==> config.mk <==
export PLATFORM = sky130hd
export DESIGN_NAME = fetch_inst_queue
export DESIGN_NICKNAME = d
export VERILOG_FILES = /design/src/rtl/fetch_inst_queue_pkg.sv /design/src/rtl/fetch_iq_ptr.sv /design/src/rtl/fetch_inst_queue.sv
export SDC_FILE = /design/constraint.sdc
export NUM_CORES = 2
export LEC_CHECK = 0
export BUFFER_PORTS_ARGS = -buffer_cell sky130_fd_sc_hd__buf_2
export CORE_MARGIN = 2
export CORE_UTILIZATION = 47
export CTS_CLUSTER_DIAMETER = 150
export DETAILED_ROUTE_END_ITERATION = 6
export PLACE_DENSITY_LB_ADDON = 0.12
export SYNTH_ARGS = -nofsm -noshare
export SYNTH_HDL_FRONTEND = slang
export SYNTH_HIERARCHICAL = 1
export SYNTH_SLANG_ARGS = --single-unit
==> constraint.sdc <==
create_clock -name clk -period 3.9 [get_ports clk]
set_input_delay 0.585 -clock clk [delete_from_list [all_inputs] [get_ports clk]]
set_output_delay 0.585 -clock clk [all_outputs]
set_load 0.005 [all_outputs]
==> src/rtl/fetch_inst_queue_pkg.sv <==
// Shared fetch-side types for the instruction queue.
//   decode_info_t : decoder summary carried with each fetched instruction
//   bpu_predict_t : branch prediction already fixed up upstream
//   iq_entry_t    : one queue entry {pc, decode, predict}
package fetch_inst_queue_pkg;

  localparam int unsigned IQ_PC_W = 32;

  typedef struct packed {
    logic [6:0] opcode;
    logic [4:0] rd;
    logic       is_branch;
  } decode_info_t;

  typedef struct packed {
    logic        taken;
    logic [31:0] target;
  } bpu_predict_t;

  typedef struct packed {
    logic [IQ_PC_W-1:0] pc;
    decode_info_t       decode;
    bpu_predict_t       predict;
  } iq_entry_t;

endpackage

==> src/rtl/fetch_iq_ptr.sv <==
// Head/tail/count bookkeeping for fetch_inst_queue.
//   clk, rst_n : clock, async active-low reset
//   flush_i    : clears all pointers next cycle, overrides push/pop
//   push_i     : per-slot accepted writes (already gated by ready_o)
//   pop_i      : per-slot consume requests
//   head_o     : oldest entry index
//   tail_o     : next free index
//   count_o    : occupancy, 0..DEPTH
//   ready_o    : room for two more entries (from registered count)
module fetch_iq_ptr #(
  parameter int unsigned DEPTH = 8,
  parameter int unsigned PTR_W = $clog2(DEPTH)
) (
  input  logic             clk,
  input  logic             rst_n,
  input  logic             flush_i,
  input  logic [1:0]       push_i,
  input  logic [1:0]       pop_i,
  output logic [PTR_W-1:0] head_o,
  output logic [PTR_W-1:0] tail_o,
  output logic [PTR_W:0]   count_o,
  output logic             ready_o
);

  logic [PTR_W-1:0] head_q, head_d;
  logic [PTR_W-1:0] tail_q, tail_d;
  logic [PTR_W:0]   count_q, count_d;
  logic [PTR_W:0]   nw, np, np_eff;

  always_comb begin
    nw      = (PTR_W+1)'(push_i[0]) + (PTR_W+1)'(push_i[1]);
    np      = (PTR_W+1)'(pop_i[0]) + (PTR_W+1)'(pop_i[1]);
    // Over-pop is illegal; clamp so an empty queue simply ignores pop_i.
    np_eff  = (np > count_q) ? count_q : np;
    head_d  = head_q + np_eff[PTR_W-1:0];
    tail_d  = tail_q + nw[PTR_W-1:0];
    count_d = count_q + nw - np_eff;
    if (flush_i) begin
      head_d  = '0;
      tail_d  = '0;
      count_d = '0;
    end
  end

  always_ff @(posedge clk or negedge rst_n) begin
    if (!rst_n) begin
      head_q  <= '0;
      tail_q  <= '0;
      count_q <= '0;
    end else begin
      head_q  <= head_d;
      tail_q  <= tail_d;
      count_q <= count_d;
    end
  end

  assign head_o  = head_q;
  assign tail_o  = tail_q;
  assign count_o = count_q;
  assign ready_o = (count_q <= (PTR_W+1)'(DEPTH - 2));

endmodule

==> src/rtl/fetch_inst_queue.sv <==
// Dual-write / dual-read instruction queue behind the branch fixup stage.
// Compacts up to two writes per cycle in program order and presents the two
// oldest entries to decode.
//   clk, rst_n             : clock, async active-low reset
//   flush_i                : backend redirect, empties the queue
//   wvalid_i/wpc_i/wdecode_i/wpredict_i : two write slots from fixup
//   ready_o                : queue can take two entries this cycle
//   rvalid_o/rpc_o/rdecode_o/rpredict_o : head and head+1 entries
//   pop_i                  : consume head entries (pop_i[1] only with pop_i[0])
module fetch_inst_queue
  import fetch_inst_queue_pkg::*;
#(
  parameter int unsigned DEPTH = 8,
  parameter int unsigned PTR_W = $clog2(DEPTH)
) (
  input  logic                    clk,
  input  logic                    rst_n,
  input  logic                    flush_i,
  input  logic [1:0]              wvalid_i,
  input  logic [1:0][31:0]        wpc_i,
  input  decode_info_t [1:0]      wdecode_i,
  input  bpu_predict_t [1:0]      wpredict_i,
  output logic                    ready_o,
  output logic [1:0]              rvalid_o,
  output logic [1:0][31:0]        rpc_o,
  output decode_info_t [1:0]      rdecode_o,
  output bpu_predict_t [1:0]      rpredict_o,
  input  logic [1:0]              pop_i
);

  iq_entry_t        mem_q [DEPTH];
  iq_entry_t        slot0, slot1, first;
  iq_entry_t        rd0, rd1;
  logic [1:0]       push;
  logic [PTR_W-1:0] head, tail, head_p1, tail_p1;
  logic [PTR_W:0]   count;

  assign slot0 = '{pc: wpc_i[0], decode: wdecode_i[0], predict: wpredict_i[0]};
  assign slot1 = '{pc: wpc_i[1], decode: wdecode_i[1], predict: wpredict_i[1]};
  // Lowest valid slot always lands at tail, so {0,1} writes slot1 there.
  assign first = wvalid_i[0] ? slot0 : slot1;
  assign push  = wvalid_i & {2{ready_o & ~flush_i}};

  fetch_iq_ptr #(.DEPTH(DEPTH), .PTR_W(PTR_W)) u_ptr (
    .clk     (clk),
    .rst_n   (rst_n),
    .flush_i (flush_i),
    .push_i  (push),
    .pop_i   (pop_i),
    .head_o  (head),
    .tail_o  (tail),
    .count_o (count),
    .ready_o (ready_o)
  );

  assign head_p1 = head + PTR_W'(1);
  assign tail_p1 = tail + PTR_W'(1);

  always_ff @(posedge clk or negedge rst_n) begin
    if (!rst_n) begin
      for (int i = 0; i < int'(DEPTH); i++) mem_q[i] <= '0;
    end else begin
      if (push != 2'b00) mem_q[tail]    <= first;
      if (push == 2'b11) mem_q[tail_p1] <= slot1;
    end
  end

  assign rd0 = mem_q[head];
  assign rd1 = mem_q[head_p1];

  assign rvalid_o      = {count >= (PTR_W+1)'(2), count >= (PTR_W+1)'(1)};
  assign rpc_o[0]      = rd0.pc;
  assign rpc_o[1]      = rd1.pc;
  assign rdecode_o[0]  = rd0.decode;
  assign rdecode_o[1]  = rd1.decode;
  assign rpredict_o[0] = rd0.predict;
  assign rpredict_o[1] = rd1.predict;

  a_pop_order : assert property (@(posedge clk) disable iff (!rst_n) pop_i != 2'b10);
  a_count_max : assert property (@(posedge clk) disable iff (!rst_n) count <= (PTR_W+1)'(DEPTH));
  a_no_ovfl   : assert property (@(posedge clk) disable iff (!rst_n) !ready_o |-> wvalid_i == 2'b00);

endmodule
### Yosys cells after proc, flatten, opt, wreduce, memory -nomap -nowiden

Cells that the tools add are included.

* bits in read-only memories: 0
* output and inout bits: 159
* memories: 0
* bits in writable memories: 0
* bits of input ports: 163
* bits in latches: 0
* logic and storage cells: 99
* bits in registers: 634

* shift operators: 0
* add/sub/neg operators: 8
* $mul: 0
* div/mod/pow operators: 0
* magnitude comparators: 10
* muxes and demuxes: 19
* bitwise gates (word level): 7
* reductions and logical operators: 3
* eq/ne operators: 1

Operator list (number)
* $bwmux 624: 2
* $mux 624: 2
* $mux 78: 7
* $bmux 78 s3: 2
* $demux 78 s3: 2
* $ge 4x4->1 const B: 4
* $not 3->4: 4
* $lt 4x1->1 const B: 2
* $mux 4: 2
* $add 3x1->3 const B: 2
* $add 3x3->3: 2
* $mux 3: 2
* $add 1x1->2: 2
* $add 4x4->4: 1
* $ge 4x1->1 const B: 1
* $ge 4x2->1 const B: 1
* $gt 4x4->1: 1
* $le 4x3->1 const B: 1
* $sub 4x4->4: 1
* $and 2x2->2: 1
* $eq 2x2->1 const B: 1
* $logic_and 1x1->1: 2
* $reduce_bool 2->1: 1
* $and 1x1->1: 1
* $not 1->1: 1

### Depth between registers and ports, before layout

* word-level depth: 9
* mapped depth: 14
* gate-level depth less buffers: 14

### Hierarchy

The synthesis kept the hierarchy.

Modules (own cells, without submodules)
* fetch_inst_queue: instances 1, seq. area each 15615.0 um^2, area each 39063.7 um^2, cells each 3460
* fetch_iq_ptr: instances 1, seq. area each 250.2 um^2, area each 753.2 um^2, cells each 64

### Least setup slack after synthesis

Ideal clock, no wire load.

* path type: input -> register
* start: input pop_i[0]
* end: register u_ptr.count_q[2], in the netlist u_ptr/count_o[2]
* data arrival time: 2.865 ns
* slack: 0.914 ns
* path buffers: 0
* required time: 3.779 ns
* library setup time: 0.121 ns
* cell stages on the path: 11
* cell sequence: ha_1 ha_1 nor2b_4 o211ai_4 mux2_4 ha_1 inv_1 ha_1 fa_1 xnor2_1 nor2_1

* longest elaborated chain between the ends: 5

Ends and longest elaborated chain
* start, declared: RTL line fetch_inst_queue.sv:28 `input logic [1:0] pop_i`
* $add 1x1->2 (*): RTL line fetch_iq_ptr.sv:32 `np = (PTR_W+1)'(pop_i[0]) + (PTR_W+1)'(pop_i[1]);`
* $gt 4x4->1: RTL line fetch_iq_ptr.sv:34 `np_eff = (np > count_q) ? count_q : np;`
* $mux 4 (*): RTL line fetch_iq_ptr.sv:34
* $sub 4x4->4 (*): RTL line fetch_iq_ptr.sv:37 `count_d = count_q + nw - np_eff;`
* $mux 4 (*): RTL line fetch_iq_ptr.sv:38 `if (flush_i) begin`
* via u_ptr.count_d[2]: RTL line fetch_iq_ptr.sv:27 `logic [PTR_W:0] count_q, count_d;`
* end signal, assigned: RTL line fetch_iq_ptr.sv:53 `count_q <= count_d;`
* end, declared: RTL line fetch_iq_ptr.sv:27

The timed path passes the listed nets; every way through them passes the cells marked *.

==> impl_metrics.csv <==
group,metric,value,unit
run_status,status,"completed",
layout,drive_gt1_share,29.45,%
die,fp.coreArea,83820,sq um
worst_setup_path,crit_slowest_cell,"mux4_2",
worst_setup_path,start_kind,"flop",
pwr,ir_drop,0.9908,mV
sta,finalCritPeriodShare,91.17,%
synthesis,synthCells,3524,
synthesis,ys_ff_latch,634,
worst_setup_path,cp_max_fo,20,
die,die-area,87060,sq um
die,fp.dieH,295.1,um
sta,rsz0062_at_grt,"false",
route,initialDrtViolationCount,2239,
synthesis,ys_async_sr_fraction,100.0,%
sta,final-setup-viol-count,0,
route,detail-route-antenna-nets,0,
pwr,power_frac_seq,31.2,%
worst_setup_path,crit_chain,"ha_4 > buf_4 > mux4_2 > mux2_2 > buf_2",
pwr,p_switching,12580,uW
clock_tree,clock_latency,620,ps
route,dr.pass1.iters,7,
worst_setup_path,crit_required,3310,ps
global_routing,overflow,0,
route,vias,29600,
layout,nets,3790,
clock_tree,h-tree-depth,3,
pwr,internal_power,21590,uW
global_routing,grt_antenna_before_repair,18,
pwr,p_leak,0.01950,uW
sta,relSlewSlack,28.02,%
sta,skew,13.59,ps
worst_setup_path,r2r_slack,880,ps
worst_setup_path,cp-end-kind,"primary output",
pwr,power_frac_comb,48.3,%
sta,finalSetupTns,0,ps
die,start_util,47.50,%
worst_setup_path,cp.arrival,2970,ps
layout,fillerInstances,7244,
global_routing,grt_max_degree,130,
route,drc_errors,0,
die,fp-row-count,106,
placement,gp_congestion,0.7929,
sta,fmax,281.2,MHz
run,drv_cap,0,
sta,min_period,3556,ps
route,wire_per_inst,26.43,um
synthesis,avgSynthCellArea,11.30,sq um
synthesis,ys_seq_area_share,39.85,%
placement,pre_cts_ws,655.6,ps
synthesis,synth_fp_nets,3705,
sta,slew_viol_final,0,
pwr,p_per_area,765.2,nW/um^2
layout,final_cells,4803,
sta,whs,274.5,ps
clock_tree,cts-resized-gates,0,
clock_tree,cts_buffers,77,
clock_tree,cts_buffer_depth,3,
pwr,p_clk_share,20.5,%
sta,worst_slack,344.4,ps
sta,tightest_slew,1080,ps
layout,multiInputGateArea,22250,sq um
layout,ff_latch_area,15880,sq um
global_routing,grt_first_pass_wirelength,192.7,mm
clock_tree,cts_root_buffer,"clkbuf_16",
placement,port-buffer-count,321,
die,pin_count,322,
pwr,swShare,36.81,%
synthesis,synth_ff_type,"dfrtp_1",
synthesis,syn_area,39820,sq um
synthesis,synth_cell_types,38,
synthesis,yosysWarnings,6,
die,die_width,295.1,um
clock_tree,cts_sinks,634,
route,totalWireLength,126.9,mm
synthesis,synth_edf_count,0,
clock_tree,clkTransAtPathRegs,60,ps
placement,dpl.hpwl,71.47,mm
route,viasPerCell,6.162,
worst_setup_path,crit_type,"reg -> out",
worst_setup_path,cp.buffers_inverters,2,
worst_setup_path,cpPeakStageDelay,580,ps
clock_tree,cts_tree,"yes",
global_routing,track_usage,29.31,%
worst_setup_path,path_delay_family,"multiplexers",
sta,finalHoldViolations,0,
hold_path,hp-class,"in -> reg",
global_routing,grt_pass1_vias,30390,
layout,synthToLayoutAreaGrowth,12.15,%
placement,dp.cells,4663,
[through the flow]
stage | util (%) | area (sq um) | total power, uW
final | 53.27 | 44650 | 34170
after global routing | 53.26 | 44640 | 36140
after CTS | 53.25 | 44630 | 34440
after global placement | 50.36 | 42220 | 26760
after floorplan | - | 39820 | 21270
after detailed placement | 50.36 | 42220 | 27320
[path summary, 6_finish.rpt]
kind                                  start          endpoint  depth (start not counted)
min in group asynchronous             rst_n        mem_q[231]                          2
max                         u_ptr/head_o[0]     rdecode_o[15]                          5
min                               wpc_i[46]        mem_q[606]                          3
max reg2reg                u_ptr/count_o[2]  u_ptr/count_o[3]                         12
max in group asynchronous             rst_n        mem_q[353]                          4
min reg2reg                      mem_q[216]        mem_q[216]                          2
[power groups by stage]
stage	clock (uW)	sequential [uW]	combinational [uW]
after floorplan	0	10000	11300
after global placement	0	10500	16300
after detailed placement	0	10700	16600
after CTS	7150	10600	16700
after global routing	7430	10900	17800
final	7010	10700	16500
[cells by family (layout without fill, tap and decap cells)]
family                     after synthesis  count (layout)  synth area share (%)
xor gates and xnor gates                 6               6                0.1320
AOI/OAI and AO/OA                      629             629                 7.982
adders and majority gates               18              18                0.6411
other                                    0               9                     0
DFF                                    634             634                 39.85
and+or+nand+nor                        669             669                 6.684
muxes                                 1175            1175                 40.12
buffers and inverters                  393             529                 4.600
[state kept, by name, indices dropped and copies added (netlist names)]
name and flops:
mem_q 624, u_ptr/count_o 4, u_ptr/head_o 3, u_ptr/tail_o 3
[placed cells by master, fill, tap and decap left out, types with 19 or more instances in the layout]
master / synthesis / final
clkbuf_16: 0 / 79
clkbuf_8: 0 / 19
buf_4: 28 / 27
mux4_2: 312 / 312
o21ai_1: 297 / 297
o21ai_0: 327 / 327
dfrtp_1: 634 / 631
mux2i_1: 626 / 626
nand2_1: 628 / 628
buf_12: 0 / 41
buf_2: 147 / 319
mux2_2: 234 / 234
[Yosys cell counts (2+ instances only)]
master	number	area share (%)
xor2_1	2	0.044
mux2_4	3	0.11
nor2_1	5	0.047
xnor2_1	4	0.088
and2_1	2	0.031
inv_1	10	0.094
nor4_1	7	0.11
buf_2	147	1.8
clkbuf_1	177	1.7
mux2_2	234	6.6
mux4_2	312	18
buf_6	9	0.25
or4_1	3	0.057
dfrtp_1	634	40
buf_1	22	0.21
fa_1	4	0.20
mux2i_1	626	16
o21ai_0	327	4.1
o21ai_1	297	3.7
nand2b_1	3	0.047
ha_1	14	0.44
buf_4	28	0.53
nand2_1	628	5.9
nor2b_1	8	0.13
a21oi_1	2	0.025
nor4_2	4	0.13
[worst register-to-register path: stages (launching register included)]
cell and delay [ps]:
dfrtp_1 430, ha_1 220, nand2_1 80, mux2i_1 180, buf_4 170, nor2b_1 210
and2_1 160, ha_1 270, fa_1 490, ha_1 200, a21oi_1 190, a21oi_1 90
a31o_2 210
[what timing repair did]
action	CTS	global route
hold buffers	1	0
buffers inserted	0	0
hold endpoints to repair	48	0
[layer usage]
layer	vias up	track usage [%]	part of all wire, %
li1	13010	-	-
met1	15220	40.79	42
met2	1155	47.52	48
met3	196	5.323	7.7
met4	14	7.763	2.2
met5	-	0	0.078
[cell type report]
type	count	share of cell area [%]
Multi-Input combinational cell	2497	49.82
Sequential cell	634	35.55
Timing Repair Buffer	389	5.923
Clock buffer	115	5.156
Tap cell	1134	3.177
Clock inverter	15	0.2326
Inverter	10	0.08406
Antenna cell	9	0.05044
(Power assumes the default switching activity.)
